<file path="config.mk">
export PLATFORM = sky130hd
export DESIGN_NAME = fetch_ibuff
export DESIGN_NICKNAME = d
export VERILOG_FILES = /design/src/rtl/fetch_ibuff_pkg.sv /design/src/rtl/fetch_ibuff_ram.sv /design/src/rtl/fetch_ibuff.sv
export SDC_FILE = /design/constraint.sdc
export NUM_CORES = 1
export LEC_CHECK = 0
export CAP_MARGIN = 20
export CORE_MARGIN = 1
export CORE_UTILIZATION = 45
export DETAILED_ROUTE_END_ITERATION = 16
export GPL_TIMING_DRIVEN = 1
export PLACE_DENSITY_LB_ADDON = 0.12
export SKIP_LAST_GASP = 1
export SYNTH_ARGS = -nofsm -noshare
export SYNTH_HDL_FRONTEND = slang
export SYNTH_SLANG_ARGS = --single-unit
export TNS_END_PERCENT = 10
</file>
<file path="constraint.sdc">
create_clock -name clk -period 5.4 [get_ports clk]
set_input_delay 0.81 -clock clk [delete_from_list [all_inputs] [get_ports clk]]
set_output_delay 0.81 -clock clk [all_outputs]
set_load 0.05 [all_outputs]
</file>
<file path="src/rtl/fetch_ibuff_pkg.sv">
// Frontend shared definitions: line geometry defaults and the
// instruction-buffer entry record.
package fetch_ibuff_pkg;

  localparam int XLEN_D    = 32;
  localparam int CL_SIZE_D = 128;
  localparam int W_D       = CL_SIZE_D / 32;
  localparam int OFF_W_D   = $clog2(W_D);
  localparam int OB_D      = $clog2(CL_SIZE_D / 8);

  typedef struct packed {
    logic [CL_SIZE_D-1:0] line;
    logic [XLEN_D-1:0]    base;
    logic [OFF_W_D-1:0]   idx;
    logic                 exc;
  } entry_t;

endpackage

</file>
<file path="src/rtl/fetch_ibuff_ram.sv">
// Line storage for the fetch buffer: two write ports for the
// even/odd lanes, one asynchronous read port for the head.
module fetch_ibuff_ram #(
  parameter int DW    = 160,
  parameter int DEPTH = 4,
  parameter int AW    = $clog2(DEPTH)
) (
  input  logic          clk,
  input  logic          we_a,
  input  logic [AW-1:0] addr_a,
  input  logic [DW-1:0] data_a,
  input  logic          we_b,
  input  logic [AW-1:0] addr_b,
  input  logic [DW-1:0] data_b,
  input  logic [AW-1:0] raddr,
  output logic [DW-1:0] rdata
);

  logic [DW-1:0] mem [DEPTH];

  always_ff @(posedge clk) begin
    if (we_a) mem[addr_a] <= data_a;
    if (we_b) mem[addr_b] <= data_b;
  end

  assign rdata = mem[raddr];

endmodule

</file>
<file path="src/rtl/fetch_ibuff.sv">
// Fetch instruction buffer: queues whole cache lines from the
// even/odd fetch lanes and hands out one 32-bit word per handshake.
module fetch_ibuff
  import fetch_ibuff_pkg::*;
#(
  parameter int XLEN    = XLEN_D,
  parameter int CL_SIZE = CL_SIZE_D,
  parameter int DEPTH   = 4,
  parameter int PW      = $clog2(DEPTH),
  parameter int OW      = PW + 1
) (
  input  logic               clk,
  input  logic               rst,
  input  logic               flush,
  input  logic [1:0]         in_valid,
  input  logic [CL_SIZE-1:0] in_cl_even,
  input  logic [CL_SIZE-1:0] in_cl_odd,
  input  logic [XLEN-1:0]    in_addr_even,
  input  logic [XLEN-1:0]    in_addr_odd,
  input  logic               in_exc_even,
  input  logic               in_exc_odd,
  output logic               in_ready,
  output logic               out_valid,
  input  logic               out_ready,
  output logic [31:0]        out_instr,
  output logic [XLEN-1:0]    out_pc,
  output logic               out_exc,
  output logic [OW-1:0]      occupancy
);

  localparam int W     = CL_SIZE / 32;
  localparam int OFF_W = $clog2(W);
  localparam int OB    = $clog2(CL_SIZE / 8);
  localparam int DW    = CL_SIZE + XLEN;

  logic [PW-1:0]    head;
  logic [PW-1:0]    tail;
  logic [PW-1:0]    tail1;
  logic [OW-1:0]    occ;
  logic [OFF_W-1:0] idx [DEPTH];
  logic [DEPTH-1:0] exc;

  logic             enq;
  logic             both;
  logic [OW-1:0]    n_enq;
  logic [XLEN-1:0]  addr_a;
  logic [CL_SIZE-1:0] cl_a;
  logic             exc_a;
  logic [DW-1:0]    rdata;
  logic [CL_SIZE-1:0] h_line;
  logic [XLEN-1:0]  h_addr;
  logic [OFF_W-1:0] h_idx;
  logic             h_exc;
  logic             fire;
  logic             pop;

  assign occupancy = occ;
  assign in_ready  = occ <= OW'(DEPTH - 2);
  assign enq       = in_ready & (|in_valid);
  assign both      = &in_valid;
  assign tail1     = tail + PW'(1);

  // A lone odd line takes the tail slot through port a.
  assign addr_a = in_valid[0] ? in_addr_even : in_addr_odd;
  assign cl_a   = in_valid[0] ? in_cl_even : in_cl_odd;
  assign exc_a  = in_valid[0] ? in_exc_even : in_exc_odd;

  always_comb begin
    n_enq = '0;
    if (enq) n_enq = both ? OW'(2) : OW'(1);
  end

  fetch_ibuff_ram #(
    .DW    (DW),
    .DEPTH (DEPTH),
    .AW    (PW)
  ) u_ram (
    .clk    (clk),
    .we_a   (enq),
    .addr_a (tail),
    .data_a ({cl_a, addr_a}),
    .we_b   (enq & both),
    .addr_b (tail1),
    .data_b ({in_cl_odd, in_addr_odd}),
    .raddr  (head),
    .rdata  (rdata)
  );

  assign h_line = rdata[DW-1:XLEN];
  assign h_addr = rdata[XLEN-1:0];
  assign h_idx  = idx[head];
  assign h_exc  = exc[head];

  assign out_valid = occ != '0;
  assign out_exc   = h_exc;
  assign out_instr = h_exc ? 32'h0 : h_line[32*int'(h_idx) +: 32];
  assign out_pc    = h_exc ? {h_addr[XLEN-1:2], 2'b00}
                           : {h_addr[XLEN-1:OB], h_idx, 2'b00};

  assign fire = out_valid & out_ready;
  assign pop  = fire & (h_exc | (h_idx == OFF_W'(W - 1)));

  // Enqueue needs two free slots, so tail writes never touch the head.
  always_ff @(posedge clk) begin
    if (rst) begin
      head <= '0;
      tail <= '0;
      occ  <= '0;
      exc  <= '0;
      for (int i = 0; i < DEPTH; i++) idx[i] <= '0;
    end else if (flush) begin
      head <= '0;
      tail <= '0;
      occ  <= '0;
    end else begin
      if (enq) begin
        tail      <= both ? tail + PW'(2) : tail1;
        idx[tail] <= addr_a[OB-1:2];
        exc[tail] <= exc_a;
        if (both) begin
          idx[tail1] <= in_addr_odd[OB-1:2];
          exc[tail1] <= in_exc_odd;
        end
      end
      if (fire) begin
        if (pop) head <= head + PW'(1);
        else     idx[head] <= h_idx + OFF_W'(1);
      end
      occ <= occ + n_enq - (pop ? OW'(1) : OW'(0));
    end
  end

endmodule
</file>
==> results.tsv <==
metric	value	unit
avgSynthCellArea	18.0	µm²
routedWlPerCell	27.8	µm
dp_hpwl	56900	µm
gr-usage-all-layers	24.0	%
relSlewSlack	37.2	%
ir_worst_vdd	0.252	mV
status	completed	
grt_pass1_vias	19900	
hold_viol_final	0	
power.density	342	nW/µm²
end_kind	output port	
grt_pass1_wl	131000	µm
die-area	74500	µm²
die_h	273	µm
min_period	4.74	ns
ant_nets	0	
wl	90000	µm
path_buf_inv	2	
clkTransAtPathRegs	0.06	ns
viasPerCell	5.82	
cp_max_fo	30	
hold_class	register to register	
maxSlewViolCount	0	
initial_core_util	45.8	%
dp_slack	1.22	ns
numCtsBuffers	74	
clock.fmax	211	MHz
p_total	13700	µW
leakage	0.0131	µW
fin_ws	0.662	ns
finalSetupViolations	0	
max-cap-violations	0	
fill_cells	5728	
die_x	273	µm
cts_setup_buffers	0	
rows	98	
fin_crit_sh	87.7	%
cp_slowest_cell	clkdlybuf4s50_1	
grt.met1_usage	30.9	%
grt_util_met2	40.7	%
root_buffer	clkbuf_16	
postLayoutCoreUtil	55.6	%
drt_iter0_markers	1245	
antenna_found_initial	27	
insertion_delay	0.63	ns
busiest_layer	met2	
worstMarginPinSlew	0.942	ns
cts_hold_buffers	0	
core	72100	µm²
cp.required	4.59	ns
synth-edff-count	640	
async_flop_share	0	%
rsz0062_at_grt	no	
synth-main-ff-cell	edfxtp_1	
synth.distinct_cells	48	
drc	0	
crit_arrival	3.93	ns
num_vias	18800	
htreeDepth	3	
port_buffers	391	
yosys_warnings	0	
synth-seq-cells	653	
cts_tree	yes	
nets	2561	
critical-path-top-delay-family	buffers and inverters	
ys_seq_area_share	59.0	%
synthToLayoutAreaGrowth	21.4	%
path_class	register to output port	
place.gp.congestion	0.878	
synth_area	33000	µm²
drive_above_1_share	38.9	%
clkSinkCount	653	
first_pass_iters	5	
worst_clock_skew	0.0276	ns
clockBufferDepth	3	
use_met3	5.35	%
cp_cell_sequence	buf_4 -> mux4_2 -> mux2i_1 -> o22ai_1 -> clkdlybuf4s50_1	
startpoint_type	register	
cts-resized-gates	0	
overflow	0	
num_io_pins	398	
grt_max_degree	86	
critPathMaxStageDelay	0.78	ns
synth_cells	1833	
## cells by family (layout without fill, tap and decap cells)
kind of cell	Yosys count	count (layout)	synth area share, %
flops	653	653	59.0
xor+xnor	4	4	0.106
buf+inv	141	581	3.04
fa+ha+maj	15	15	0.591
compound gates	83	83	1.61
other cells	1	14	0.0114
mux	857	857	34.4
simple gates	79	79	1.23
## state kept, by name, summed over array words and instances (netlist names), named ones only
| register | cells |
|---|---|
| head | 2 |
| exc | 4 |
| tail | 2 |
| u_ram.mem | 632 |
| occupancy | 3 |
| idx | 8 |
## synthesized netlist by cell type (5+ instances only)
cell	count	share of area, %
a211oi_1	7	0.16
a21oi_1	15	0.23
buf_2	31	0.47
buf_4	40	0.91
buf_6	38	1.3
clkbuf_1	18	0.20
dfxtp_1	13	0.79
edfxtp_1	640	58
ha_1	14	0.53
inv_1	10	0.11
mux2_1	59	2.0
mux2_2	568	19
mux2i_1	69	2.1
mux4_2	161	11
nand2_1	21	0.24
nor2_1	25	0.28
o21ai_0	5	0.076
o22ai_1	35	0.66
## cells in the final DEF (no fill, tap or decap), drive strengths merged, types with 4 or more instances in the layout
master	Yosys	layout
o21ai	5	5
o22ai	35	35
dfxtp	13	13
mux2	627	627
mux4	161	161
nor3	4	4
o211ai	4	4
a22oi	4	4
clkbuf	19	101
a211oi	7	7
buf	111	47
and2	4	4
a21o	4	4
a21oi	15	15
clkinv	0	28
xnor2	4	4
edfxtp	640	640
ha	14	14
inv	11	14
nor2	25	25
clkdlybuf4s50	0	391
nand2	24	24
and3	4	4
diode	0	12
mux2i	69	69
nand3	5	5
## report_power, final
| group | switching (µW) | internal, µW | leakage, µW | total [µW] |
|---|---|---|---|---|
| registers | 104 | 6160 | 0.00609 | 6270 |
| clock network | 2030 | 2570 | 0.00105 | 4590 |
| logic | 1640 | 1220 | 0.00595 | 2860 |
## worst paths after layout
path,start,to,slack [ns],cells past startpoint
worst max-delay path,register,out_instr[24],0.66,5
worst min-delay path,exc[0]$_SDFFE_PP0P_,exc[0]$_SDFFE_PP0P_,0.52,2
worst max register to register,register,occupancy[2]$_SDFF_PP0_,1.42,13
worst min register to register,exc[0]$_SDFFE_PP0P_,exc[0]$_SDFFE_PP0P_,0.52,2
## worst min-delay path, cell delays in order, from the launching register on
cell and delay (ns):
dfxtp_1 0.32, nor2_1 0.10, a211oi_1 0.05
## metrics by stage
step | hold slack, ns | TNS (ns) | cells | cell area [µm²]
final | 0.523 | 0 | 3236 | 40100
after detailed placement | 0.515 | 0 | 3092 | 37900
after global routing | 0.531 | 0 | 3236 | 40100
after global placement | 0.503 | 0 | 3092 | 37900
after CTS | 0.523 | 0 | 3224 | 40100
after floorplan | 0.483 | -20.36 | 1834 | 33000
## metal layers
layer / vias up / share of wire, %
met3: 154 / 6.0
met4: 34 / 2.4
met1: 9811 / 41
met2: 527 / 50
met5: - / 0.25
li1: 8312 / -
## area by class of cell
class,instances,area [µm²],share of cell area (%)
flip-flops and latches,653,19500,48.6
repair buffers,438,4590,11.4
well taps,950,1190,2.96
multi-input cells,1040,12600,31.5
diodes,12,30.0,0.0748
inverters,11,41.3,0.103
clock inverters,31,179,0.446
clock buffers,101,1970,4.92
No activity file was read; power rests on OpenSTA's default activity.
